`config.mk`:
```
export PLATFORM = sky130hd
export DESIGN_NAME = cpu_alu_flat
export DESIGN_NICKNAME = d
export VERILOG_FILES = /design/src/rtl/cpu_alu_if.sv /design/src/rtl/cpu_alu.sv /design/src/flat_wrapper.sv
export SDC_FILE = /design/constraint.sdc
export NUM_CORES = 2
export LEC_CHECK = 0
export ABC_CLOCK_PERIOD_IN_PS = 11100
export BUFFER_PORTS_ARGS = -buffer_cell sky130_fd_sc_hd__buf_2
export CAP_MARGIN = 5
export CORE_AREA = 2 2 229 231
export DETAILED_ROUTE_END_ITERATION = 8
export DIE_AREA = 0 0 231 233
export GPL_TIMING_DRIVEN = 0
export PLACE_DENSITY = 0.66
export SYNTH_ARGS = -nofsm -noshare
export SYNTH_HDL_FRONTEND = slang
export SYNTH_SLANG_ARGS = --single-unit
```
`constraint.sdc`:
```
create_clock -name clk -period 11.1 [get_ports clk]
set_input_delay 1.11 -clock clk [delete_from_list [all_inputs] [get_ports clk]]
set_output_delay 1.11 -clock clk [all_outputs]
set_load 0.03 [all_outputs]
```
`src/rtl/cpu_alu_if.sv`:
```
// Operand/request and registered-result handshake bundle for the cpu_alu block.
interface cpu_alu_if;
    logic [31:0] A;
    logic [31:0] B;
    logic [3:0]  ALU_sel;
    logic        ALU_en;
    logic        ALU_ack;
    logic [31:0] ALU_out;
    logic        set;
    logic        eq;
    logic        gt;
    logic        ge;
    logic        ALU_vld;

    // Requester side: supplies operands, requests and acknowledges.
    modport master (
        output A, B, ALU_sel, ALU_en, ALU_ack,
        input  ALU_out, set, eq, gt, ge, ALU_vld
    );

    // ALU side: consumes operands, presents the held result.
    modport slave (
        input  A, B, ALU_sel, ALU_en, ALU_ack,
        output ALU_out, set, eq, gt, ge, ALU_vld
    );
endinterface

```
`src/rtl/cpu_alu.sv`:
```
// 32-bit integer ALU with one registered result stage and a valid/ack hold handshake.
// Result and branch flags are captured together and held until acknowledged.
module cpu_alu (
    input  logic     clk,
    input  logic     rst,
    cpu_alu_if.slave bus
);

    typedef enum logic [3:0] {
        OpAdd = 4'd0,
        OpSub = 4'd1,
        OpMul = 4'd2,
        OpOr  = 4'd4,
        OpAnd = 4'd5,
        OpLsh = 4'd6,
        OpRsh = 4'd7,
        OpNeg = 4'd8,
        OpXor = 4'd10
    } alu_op_e;

    logic [31:0] result_d;
    logic [31:0] result_q;
    logic        set_d, eq_d, gt_d, ge_d;
    logic        set_q, eq_q, gt_q, ge_q;
    logic        vld_q;
    logic        shift_oob;
    logic        accept;

    // A new op is taken only when nothing is pending or the pending result is consumed now.
    assign accept    = bus.ALU_en && (!vld_q || bus.ALU_ack);
    assign shift_oob = |bus.B[31:5];

    // Combinational result select; reserved encodings yield zero.
    always_comb begin
        result_d = '0;
        case (bus.ALU_sel)
            OpAdd:   result_d = bus.A + bus.B;
            OpSub:   result_d = bus.A - bus.B;
            OpMul:   result_d = bus.A * bus.B;
            OpOr:    result_d = bus.A | bus.B;
            OpAnd:   result_d = bus.A & bus.B;
            OpLsh:   result_d = shift_oob ? 32'd0 : (bus.A << bus.B[4:0]);
            OpRsh:   result_d = shift_oob ? 32'd0 : (bus.A >> bus.B[4:0]);
            OpNeg:   result_d = 32'd0 - bus.A;
            OpXor:   result_d = bus.A ^ bus.B;
            default: result_d = '0;
        endcase
    end

    // Branch flags depend only on the operands, never on the select.
    always_comb begin
        set_d = |(bus.A & bus.B);
        eq_d  = (bus.A == bus.B);
        gt_d  = (bus.A > bus.B);
        ge_d  = (bus.A >= bus.B);
    end

    // Result stage: load on accept, drop valid on a bare ack, otherwise hold.
    always_ff @(posedge clk) begin
        if (rst) begin
            result_q <= '0;
            set_q    <= 1'b0;
            eq_q     <= 1'b0;
            gt_q     <= 1'b0;
            ge_q     <= 1'b0;
            vld_q    <= 1'b0;
        end else if (accept) begin
            result_q <= result_d;
            set_q    <= set_d;
            eq_q     <= eq_d;
            gt_q     <= gt_d;
            ge_q     <= ge_d;
            vld_q    <= 1'b1;
        end else if (bus.ALU_ack && vld_q) begin
            vld_q    <= 1'b0;
        end
    end

    assign bus.ALU_out = result_q;
    assign bus.set     = set_q;
    assign bus.eq      = eq_q;
    assign bus.gt      = gt_q;
    assign bus.ge      = ge_q;
    assign bus.ALU_vld = vld_q;

endmodule

```
`src/flat_wrapper.sv`:
```
// flat-port wrapper written by rule: the top's interface ports become plain ports
module cpu_alu_flat 
  (clk, rst, bus_A, bus_B, bus_ALU_sel, bus_ALU_en, bus_ALU_ack, bus_ALU_out, bus_set, bus_eq, bus_gt, bus_ge, bus_ALU_vld);
  cpu_alu_if bus_i ();
  input  logic clk;
  input  logic rst;
  input wire logic [$bits(bus_i.A)-1:0] bus_A;
  input wire logic [$bits(bus_i.B)-1:0] bus_B;
  input wire logic [$bits(bus_i.ALU_sel)-1:0] bus_ALU_sel;
  input wire logic [$bits(bus_i.ALU_en)-1:0] bus_ALU_en;
  input wire logic [$bits(bus_i.ALU_ack)-1:0] bus_ALU_ack;
  output wire logic [$bits(bus_i.ALU_out)-1:0] bus_ALU_out;
  output wire logic [$bits(bus_i.set)-1:0] bus_set;
  output wire logic [$bits(bus_i.eq)-1:0] bus_eq;
  output wire logic [$bits(bus_i.gt)-1:0] bus_gt;
  output wire logic [$bits(bus_i.ge)-1:0] bus_ge;
  output wire logic [$bits(bus_i.ALU_vld)-1:0] bus_ALU_vld;
  assign bus_i.A = bus_A;
  assign bus_i.B = bus_B;
  assign bus_i.ALU_sel = bus_ALU_sel;
  assign bus_i.ALU_en = bus_ALU_en;
  assign bus_i.ALU_ack = bus_ALU_ack;
  assign bus_ALU_out = bus_i.ALU_out;
  assign bus_set = bus_i.set;
  assign bus_eq = bus_i.eq;
  assign bus_gt = bus_i.gt;
  assign bus_ge = bus_i.ge;
  assign bus_ALU_vld = bus_i.ALU_vld;
  cpu_alu u_core (.clk(clk), .rst(rst), .bus(bus_i));
endmodule
```
==> results.toml <==
[synthesis]
syn_nets = 3942
synth_edf_count = 0
yosys.cell_types.count = 89
synth_warnings = 0
ys_seq_area_share_pct = 2.91
syn_area_sq_um = 25400
async_reset_ff_share_pct = 0
synthFlopType = "dfxtp_1"
synth_cells = 3239
post_synth.cell_area_avg_sq_um = 7.86
ys_ff_latch = 37

[run_status]
violations = "capacitance limit, slew limit, setup timing"
status = "finished with violations"

[timing]
slew_headroom_pct = -1.87
tightest_slew_ns = 1.52
fmax_mhz = 89.9
drv_slew = 18
hold_viol_final = 0
min_period_over_period_pct = 100
setup_viol = 1
layout_setup_ws_ns = -0.0245
layout_min_cycle_time_ns = 11.12
finalClockSkew_ns = 0.00450
rsz0062_at_grt = "no"

[drt]
drtIter0Drc = 4378
routedWlPerCell_microns = 33.7
via_per_inst = 6.87
vias = 27709
drc = 0
wirelength_microns = 136000
ant_nets = 0
dr.pass1.iters = 8

[job]
maxCapViolations = 2

[final_layout]
antenna-diode-count = 0
design_area_sq_um = 27000
nets = 4054
final_common_cell = "nor2_1"
area_growth_pct = 6.12
layout-drive-gt1-share_pct = 7.52
final_cell_mix = "nor2_1 (500), inv_1 (459), fa_1 (410)"

[grt]
grt_max_degree = 13
track_usage_pct = 50.3
grt_pass1_wl_microns = 192000
grt_pass1_vias = 26901
grt_overflow = 0
antenna_found_initial = 4

[hold_path]
min_from = "u_core.bus.ALU_out[17]$_SDFFE_PP0P_"
hold_path_class = "flop to flop"
hold-path-cell-count = 2

[worst_setup_path]
cp-start-kind = "primary input"
worstSetupPathType = "primary input to flop"
critPathMaxFanout = 10
cpPeakStageDelay_ns = 0.81
cp-startpoint = "bus_A[15]"
rr_worst_depth = 7
rrSetupSlack_ns = 8.44
slowest_stage = "clkbuf_1"
cp-end-kind = "flop"
cp_data_arrival_time_ns = 11.28
worstReg2RegStart = "u_core.bus.ALU_vld$_SDFFE_PP0P_"
required_ns = 11.25
cpMostUsedCell = "fa_1"

[placed_design]
gp_congestion = 1.17
place_hpwl_microns = 110000
dpl_cell_area_sq_um = 26800
portBuffers = 106

[floorplanning]
initial_core_util_pct = 49.8
die_h_microns = 233
die_w_microns = 231
dieArea_sq_um = 53800
core_sq_um = 51100
fp-row-count = 83
io_pins = 109

[clock_tree]
path_clk_slew_ns = 0.06
numCtsBuffers = 5
tritoncts = "built"
clock-sinks = 37
cts-htree-levels = 2
hold_buffers = 0
worstSkewPairLatency_ns = 0.29
clockRootBuffer = "clkbuf_16"
postCtsSetupBuffers = 0
clock_path_buffers = 2
[sequential cells by signal, summed over array words and instances (netlist names)]
signal and cells:
u_core.bus.ALU_out 32, u_core.bus.ALU_vld 1, u_core.bus.eq 1, u_core.bus.ge 1
u_core.bus.gt 1, u_core.bus.set 1
[path summary, 6_finish.rpt]
kind,end
setup reg to reg,u_core.bus.ALU_out[29]$_SDFFE_PP0P_
hold reg to reg,u_core.bus.ALU_out[17]$_SDFFE_PP0P_
hold / removal,u_core.bus.ALU_out[17]$_SDFFE_PP0P_
setup / recovery,u_core.bus.ALU_out[27]$_SDFFE_PP0P_
[layer usage]
metal,track usage (%),wire length [microns],vias up
li1,-,-,10851
met1,64.8,48500,13482
met2,69.4,52700,2671
met3,18.2,21700,699
met4,36.1,12900,6
met5,0,32,-
[cell usage after synthesis, types with 37 or more instances]
cell type	count	area share (%)
inv_1	460	6.8
nor2_1	500	7.4
xnor2_1	96	3.3
dfxtp_1	37	2.9
ha_1	221	11
nor3_1	40	0.79
mux2i_1	50	2.0
o21ai_0	112	2.2
fa_1	410	32
a221oi_1	59	2.0
nand2_1	330	4.9
clkbuf_1	145	2.1
a21oi_1	143	2.8
[stage by stage]
step           cells  hold slack [ns]  TNS, ns  util, %  worst slack [ns]
5_1_grt         4032            0.477        0     52.9            0.0166
2_1_floorplan   3239            0.575        0        -              2.24
6_report        4032            0.449  -0.0245     52.9           -0.0245
3_3_place_gp    4025            0.437   -0.592     52.5            -0.462
4_1_cts         4033            0.453        0     52.8             0.115
3_5_place_dp    4025            0.446   -0.660     52.5            -0.520
[worst max-delay path, delay by kind of cell]
family	cells	cell delay, ns
AO/OA/AOI/OAI	4	1.40
buffers and inverters	8	2.59
AND/OR/NAND/NOR	6	1.56
adder cells (fa/ha/maj)	9	4.33
XOR/XNOR	1	0.26
[layout make-up]
| class | count | area, sq um |
|---|---|---|
| timing repair buffer | 106 | 531 |
| buffer | 221 | 932 |
| inverter | 479 | 1800 |
| multi-input combinational | 2501 | 22000 |
| sequential | 37 | 741 |
| tap | 680 | 851 |
| clock buffer | 7 | 153 |
| clock inverter | 1 | 5.00 |
| fill | 5020 | 24100 |
[cell families after synthesis]
family / count (synthesis) / synth area share, %
XOR/XNOR: 115 / 3.96
flip-flops: 37 / 2.91
AO/OA/AOI/OAI: 606 / 15.9
AND/OR/NAND/NOR: 1042 / 17.5
buffers and inverters: 701 / 10.7
adder cells (fa/ha/maj): 631 / 43.1
multiplexers: 107 / 5.91
[repair_timing]
item / 4_1_cts / 5_1_grt
hold endpoints to repair: 0 / 0
resized for setup: 2 / 10
pin swaps: 0 / 0
setup endpoints to repair: 1 / 3
Power is left out: the tool's default activity adds up to more than one toggle a clock period on the data nets, which glitch-free logic cannot reach.
